==> config.mk <==
export PLATFORM = sky130hd
export DESIGN_NAME = fp_add_flat
export DESIGN_NICKNAME = d
export VERILOG_FILES = /design/src/rtl/fp_add_pkg.sv /design/src/rtl/fp_add_if.sv /design/src/rtl/fp_add_lzc24.sv /design/src/rtl/fp_add.sv /design/src/flat_wrapper.sv
export SDC_FILE = /design/constraint.sdc
export NUM_CORES = 1
export LEC_CHECK = 0
export CAP_MARGIN = 20
export CORE_UTILIZATION = 50
export DETAILED_ROUTE_END_ITERATION = 7
export GPL_ROUTABILITY_DRIVEN = 0
export MAX_ROUTING_LAYER = met4
export PLACE_DENSITY_LB_ADDON = 0.15
export REMOVE_ABC_BUFFERS = 1
export SLEW_MARGIN = 10
export SYNTH_ARGS = -nofsm -noshare
export SYNTH_HDL_FRONTEND = slang
export SYNTH_SLANG_ARGS = --single-unit
==> constraint.sdc <==
create_clock -name clk -period 5.7 [get_ports clk]
set_input_delay 1.14 -clock clk [delete_from_list [all_inputs] [get_ports clk]]
set_output_delay 1.14 -clock clk [all_outputs]
set_load 0.01 [all_outputs]
==> src/rtl/fp_add_pkg.sv <==
// fp_add_pkg: binary32 field widths, constants and pipeline stage records for fp_add.
package fp_add_pkg;
  localparam int FP_ADD_LAT = 3;
  localparam int EXP_W = 8;
  localparam int MAN_W = 23;
  localparam int SIG_W = MAN_W + 1;
  localparam int BIAS = 127;
  localparam logic [EXP_W-1:0] EXP_MAX = '1;
  localparam logic [31:0] QNAN = 32'h7FC0_0000;
  typedef struct packed {
    logic s;
    logic [EXP_W-1:0] e;
    logic [MAN_W-1:0] m;
  } fp32_t;
  typedef struct packed {
    logic spec;
    logic [31:0] spec_val;
    logic sl;
    logic zsign;
    logic eff_sub;
    logic [EXP_W-1:0] el;
    logic [SIG_W-1:0] ml;
    logic [SIG_W-1:0] ms;
    logic [EXP_W-1:0] diff;
  } s1_t;
  typedef struct packed {
    logic spec;
    logic [31:0] spec_val;
    logic sl;
    logic zsign;
    logic [EXP_W-1:0] el;
    logic [SIG_W+3:0] sum;
  } s2_t;
  function automatic logic [31:0] inf32(input logic s);
    return {s, EXP_MAX, {MAN_W{1'b0}}};
  endfunction
endpackage

==> src/rtl/fp_add_if.sv <==
// fp_add_if: issue strobe, operands and registered result of the fixed-latency adder.
interface fp_add_if;
  logic en;
  logic [31:0] a;
  logic [31:0] b;
  logic sub;
  logic [31:0] y;
  modport master (output en, a, b, sub, input y);
  modport slave (input en, a, b, sub, output y);
endinterface

==> src/rtl/fp_add_lzc24.sv <==
// fp_add_lzc24: leading-zero count of a 24-bit significand; all-zero input yields 24.
module fp_add_lzc24 (
  input  logic [23:0] d_i,
  output logic [4:0]  cnt_o
);
  always_comb begin
    cnt_o = 5'd24;
    for (int i = 0; i < 24; i++) cnt_o = d_i[i] ? 5'(23 - i) : cnt_o;
  end
endmodule

==> src/rtl/fp_add.sv <==
// fp_add: pipelined binary32 add/subtract, one issue per cycle, result on y exactly LAT cycles later.
module fp_add
  import fp_add_pkg::*;
#(
  parameter int LAT = FP_ADD_LAT
) (
  input logic clk,
  input logic rst,
  fp_add_if.slave bus
);
  localparam int D = LAT - 3;
  fp32_t fa, fb;
  logic a_nan, b_nan, a_inf, b_inf, a_ge;
  logic [SIG_W-1:0] sig_a, sig_b;
  s1_t s1_d, s1_q;
  s2_t s2_d, s2_q;
  logic v1_q, v2_q;
  logic [31:0] y_q;
  assign fa = bus.a;
  assign fb = {bus.b[31] ^ bus.sub, bus.b[30:0]};
  assign a_nan = fa.e == EXP_MAX && fa.m != '0;
  assign b_nan = fb.e == EXP_MAX && fb.m != '0;
  assign a_inf = fa.e == EXP_MAX && fa.m == '0;
  assign b_inf = fb.e == EXP_MAX && fb.m == '0;
  // Denormals flush to a zero significand; exponent 0 then orders them as zero.
  assign sig_a = fa.e == '0 ? '0 : {1'b1, fa.m};
  assign sig_b = fb.e == '0 ? '0 : {1'b1, fb.m};
  assign a_ge = {fa.e, sig_a} >= {fb.e, sig_b};
  always_comb begin
    s1_d.spec = a_nan | b_nan | a_inf | b_inf;
    s1_d.spec_val = (a_nan | b_nan | (a_inf & b_inf & (fa.s ^ fb.s))) ? QNAN :
                    a_inf ? inf32(fa.s) : inf32(fb.s);
    s1_d.sl = a_ge ? fa.s : fb.s;
    s1_d.zsign = fa.s & fb.s;
    s1_d.eff_sub = fa.s ^ fb.s;
    s1_d.el = a_ge ? fa.e : fb.e;
    s1_d.ml = a_ge ? sig_a : sig_b;
    s1_d.ms = a_ge ? sig_b : sig_a;
    s1_d.diff = a_ge ? fa.e - fb.e : fb.e - fa.e;
  end
  logic [4:0] sh;
  logic [50:0] wide;
  logic [26:0] al;
  // Aligned small operand: 24 significand bits, guard, round, sticky.
  assign sh = s1_q.diff > 8'd27 ? 5'd27 : s1_q.diff[4:0];
  assign wide = {s1_q.ms, 27'b0} >> sh;
  assign al = {wide[50:25], |wide[24:0]};
  always_comb begin
    s2_d.spec = s1_q.spec;
    s2_d.spec_val = s1_q.spec_val;
    s2_d.sl = s1_q.sl;
    s2_d.zsign = s1_q.zsign;
    s2_d.el = s1_q.el;
    s2_d.sum = s1_q.eff_sub ? {1'b0, s1_q.ml, 3'b0} - {1'b0, al} : {1'b0, s1_q.ml, 3'b0} + {1'b0, al};
  end
  logic [4:0] lz;
  logic carry, rnd, zero;
  logic [26:0] n;
  logic [24:0] mr;
  logic [22:0] man;
  logic signed [9:0] e_n, e_f;
  logic [31:0] r3;
  fp_add_lzc24 u_lzc (.d_i(s2_q.sum[26:3]), .cnt_o(lz));
  assign carry = s2_q.sum[27];
  assign n = carry ? {s2_q.sum[27:2], |s2_q.sum[1:0]} : s2_q.sum[26:0] << lz;
  assign e_n = carry ? $signed({2'b0, s2_q.el}) + 10'sd1 : $signed({2'b0, s2_q.el}) - $signed({5'b0, lz});
  assign rnd = n[2] & (n[3] | n[1] | n[0]);
  assign mr = {1'b0, n[26:3]} + {24'b0, rnd};
  assign man = mr[24] ? mr[23:1] : mr[22:0];
  assign e_f = e_n + $signed({9'b0, mr[24]});
  assign zero = s2_q.sum == '0;
  assign r3 = s2_q.spec ? s2_q.spec_val :
              zero ? {s2_q.zsign, 31'b0} :
              e_f <= 10'sd0 ? '0 :
              e_f >= 10'sd255 ? inf32(s2_q.sl) : {s2_q.sl, e_f[7:0], man};
  logic [D:0][32:0] chain;
  if (D == 0) begin : g_direct
    assign chain = {v2_q, r3};
  end else begin : g_delay
    logic [D-1:0][32:0] dly_q;
    assign chain = {dly_q, v2_q, r3};
    always_ff @(posedge clk)
      for (int i = 0; i < D; i++) dly_q[i] <= {chain[i][32] & ~rst, chain[i][31:0]};
  end
  always_ff @(posedge clk) begin
    v1_q <= bus.en & ~rst;
    v2_q <= v1_q & ~rst;
    s1_q <= s1_d;
    s2_q <= s2_d;
    y_q <= rst ? '0 : chain[D][32] ? chain[D][31:0] : y_q;
  end
  assign bus.y = y_q;
endmodule

==> src/flat_wrapper.sv <==
// flat-port wrapper written by rule: the top's interface ports become plain ports
module fp_add_flat import fp_add_pkg::*;
#(
  parameter int LAT = FP_ADD_LAT
)
  (clk, rst, bus_en, bus_a, bus_b, bus_sub, bus_y);
  fp_add_if bus_i ();
  input logic clk;
  input logic rst;
  input wire logic [$bits(bus_i.en)-1:0] bus_en;
  input wire logic [$bits(bus_i.a)-1:0] bus_a;
  input wire logic [$bits(bus_i.b)-1:0] bus_b;
  input wire logic [$bits(bus_i.sub)-1:0] bus_sub;
  output wire logic [$bits(bus_i.y)-1:0] bus_y;
  assign bus_i.en = bus_en;
  assign bus_i.a = bus_a;
  assign bus_i.b = bus_b;
  assign bus_i.sub = bus_sub;
  assign bus_y = bus_i.y;
  fp_add #(.LAT(LAT)) u_core (.clk(clk), .rst(rst), .bus(bus_i));
endmodule
==> metrics.yaml <==
run_status: "finished with violations"
violations: "setup timing"
fin_crit_sh: 1.13
firstDrtPassIters: 7
grt_pass1_wl_mm: 81.2
p_comb_frac: 0.666
ant_nets: 0
ys_async_sr_fraction: 0
overflow: 0
synthFlopType: "dfxtp_1"
hold_viol: 0
layout.nets: 2463
post-route-util: 0.710
wire_per_inst_um: 20.0
grt_pass1_vias: 15769
grt_setup_unrepaired: "yes"
cts_num_sinks: 145
syn_inst: 1875
power_frac_seq: 0.186
setup_viol: 30
numCtsBuffers: 17
fillers: 2130
ioPinCount: 100
clockBufferDepth: 2
coreArea_sq_mm: 0.0270
die-area_sq_mm: 0.0283
grt_use_total: 0.369
vias: 16823
critPathMaxStageDelay_ns: 0.87
criticalPathCategory: "reg2reg"
crit_path_frequent_cell: "buf_4"
start_util: 0.511
maxSlewHeadroom: 0.235
vdd_ir_drop_max_mv: 0.271
switching_share: 0.458
syn_avg_cell_area_sq_um: 7.37
viasPerCell: 6.36
drc_errors: 0
insertion_delay_ns: 0.45
critPathMaxFanout: 9
port_buffers: 99
cap_viol_max_count: 0
grt_max_degree: 97
crit_path_end_kind: "flop"
drive_gt1_frac: 0.269
die_w_um: 168
power_frac_clock: 0.148
powerDensity_mw_per_mm2: 404
rows: 60
slew_violations: 0
area_growth_pct: 38.9
p_sw_mw: 3.55
final_common_cell: "buf_4"
setup_tns_ns: -18.08
placed_cell_area_sq_mm: 0.0174
startpoint_type: "flop"
internal_power_mw: 4.20
cts_tree: "built"
tightest_slew_ns: 1.14
yosysWarnings: 0
hold_class: "reg2reg"
syn-cell-area_sq_mm: 0.0138
dp_hpwl_mm: 37.4
layout_common_cells: "buf_4, nand2_1, dfxtp_1, nor2_1, o21ai_0"
crit_path_top_delay_cell: "nor3_1"
insertedDiodeCount: 0
post-route-cell-area_sq_mm: 0.0192
ys_seq_area_frac: 0.210
required_ns: 6.10
ctsRootBufferMaster: "clkbuf_16"
drtIter0Drc: 2233
cp_data_arrival_time_ns: 6.86
synth_edf_count: 0
layout_min_cycle_time_ns: 6.46
setup_slack_ns: -0.762
ys_ff_latch: 145
drt_wl_total_mm: 52.9
cts_htree_levels: 4
fin_skew_ns: 0.0181
fp.dieH_um: 168
synth.distinct_cells: 103
clock.fmax_mhz: 155
clk_pin_slew_ns: 0.08
antenna_found_initial: 0
leakagePower_nw: 8.62
through the flow:
stage	setup WS (ns)	hold slack, ns	total power [mW]	std cells
global route	-0.878	0.333	8.10	2646
finish	-0.762	0.322	7.76	2646
global placement	-0.189	0.311	5.51	2548
floorplan	-6.25	0.310	3.67	1764
detailed placement	-0.355	0.312	5.57	2548
CTS	0.000431	0.323	7.21	2631
flip-flops by register name (all words and copies together), names as in the netlist:
| signal | count |
|---|---|
| u_core.bus.y | 32 |
| u_core.carry | 1 |
| u_core.v1_q | 1 |
| u_core.s2_q | 40 |
| u_core.v2_q | 1 |
| u_core.s1_q | 70 |
what timing repair did:
| action | 4_1_cts | 5_1_grt |
|---|---|---|
| setup buffers | 54 | 14 |
| hold endpoints to repair | 0 | 0 |
| setup endpoints to repair | 31 | 35 |
| cloned | 0 | 1 |
| gates resized for setup | 74 | 73 |
| hold buffers | 0 | 0 |
| pin swaps | 30 | 37 |
kinds of logic (layout without fill, tap and decap cells):
kind of cell | after synthesis | count (layout) | synth area share
buffers and inverters | 235 | 665 | 0.0667
DFF | 145 | 145 | 0.210
AOI/OAI and AO/OA | 604 | 604 | 0.297
muxes | 64 | 64 | 0.0530
and+or+nand+nor | 663 | 663 | 0.239
adders and majority gates | 103 | 103 | 0.0954
xor gates and xnor gates | 61 | 61 | 0.0387
power by group through the flow:
stage | Sequential, mW | Combinational (mW) | Clock (mW)
finish | 1.44 | 5.16 | 1.15
global route | 1.46 | 5.43 | 1.20
CTS | 1.42 | 4.64 | 1.15
detailed placement | 1.43 | 4.14 | 0
global placement | 1.42 | 4.09 | 0
floorplan | 1.47 | 2.20 | 0
layout make-up:
| cell class | instances | area, sq um | share of cell area |
|---|---|---|---|
| tap | 341 | 427 | 0.0222 |
| sequential | 145 | 2910 | 0.151 |
| multi-input combinational | 1495 | 10600 | 0.555 |
| clock inverter | 15 | 189 | 0.00984 |
| inverter | 124 | 469 | 0.0244 |
| clock buffer | 17 | 425 | 0.0222 |
| timing repair buffer | 509 | 4130 | 0.215 |
metal layers:
layer  wire, um  GRT usage  vias to the layer above
met5          0          -                        -
met4       3060      0.171                        0
met3       5610     0.0804                      285
met2      23300      0.576                     1096
met1      21000      0.453                     7711
li1           -          -                     7731
worst paths after layout:
| path | startpoint | to | slack (ns) | depth (start not counted) |
|---|---|---|---|---|
| max reg2reg | u_core.s2_q[11] | u_core.bus.y[7] | -0.76 | 28 |
| min reg2reg | u_core.s1_q[60] | u_core.s2_q[32] | 0.32 | 0 |
| min | u_core.s1_q[60] | u_core.s2_q[32] | 0.32 | 0 |
| max | u_core.s2_q[11] | u_core.bus.y[7] | -0.76 | 28 |
synthesized netlist by cell type (11+ instances only):
master    number  area (sq um)
a211o_1       12           105
a211oi_1      27           203
a21o_1        35           263
a21oi_1      130           651
a221oi_1      11          96.3
a22oi_1       22           165
a31oi_1       13          81.3
and2_1        19           119
and3_1        16           100
buf_2         21           105
clkbuf_1      80           300
dfxtp_1      145          2900
ha_1          99          1240
inv_1        118           443
mux2_2        13           146
mux2i_1       45           450
nand2_1      199           747
nand2b_1      20           125
nand3_1       74           370
nand4_1       28           175
nor2_1       144           541
nor2b_1       18           113
nor3_1        39           195
nor4_1        26           163
o211ai_1      21           158
o21ai_0      134           671
o21bai_1      11          82.6
o22ai_1       18           113
o31ai_1       20           150
or2_2         14          87.6
or3_1         17           106
xnor2_1       44           385
xor2_1        17           149
worst max-delay path, delay by kind of cell, from the launching register on:
kind                     cells  cell delay, ns
AND/OR/NAND/NOR             11            3.58
buffers and inverters        7            1.07
AO/OA/AOI/OAI                8            1.07
flip-flops                   1            0.34
adder cells (fa/ha/maj)      2            0.32
Power figures use the tool's default switching activity.
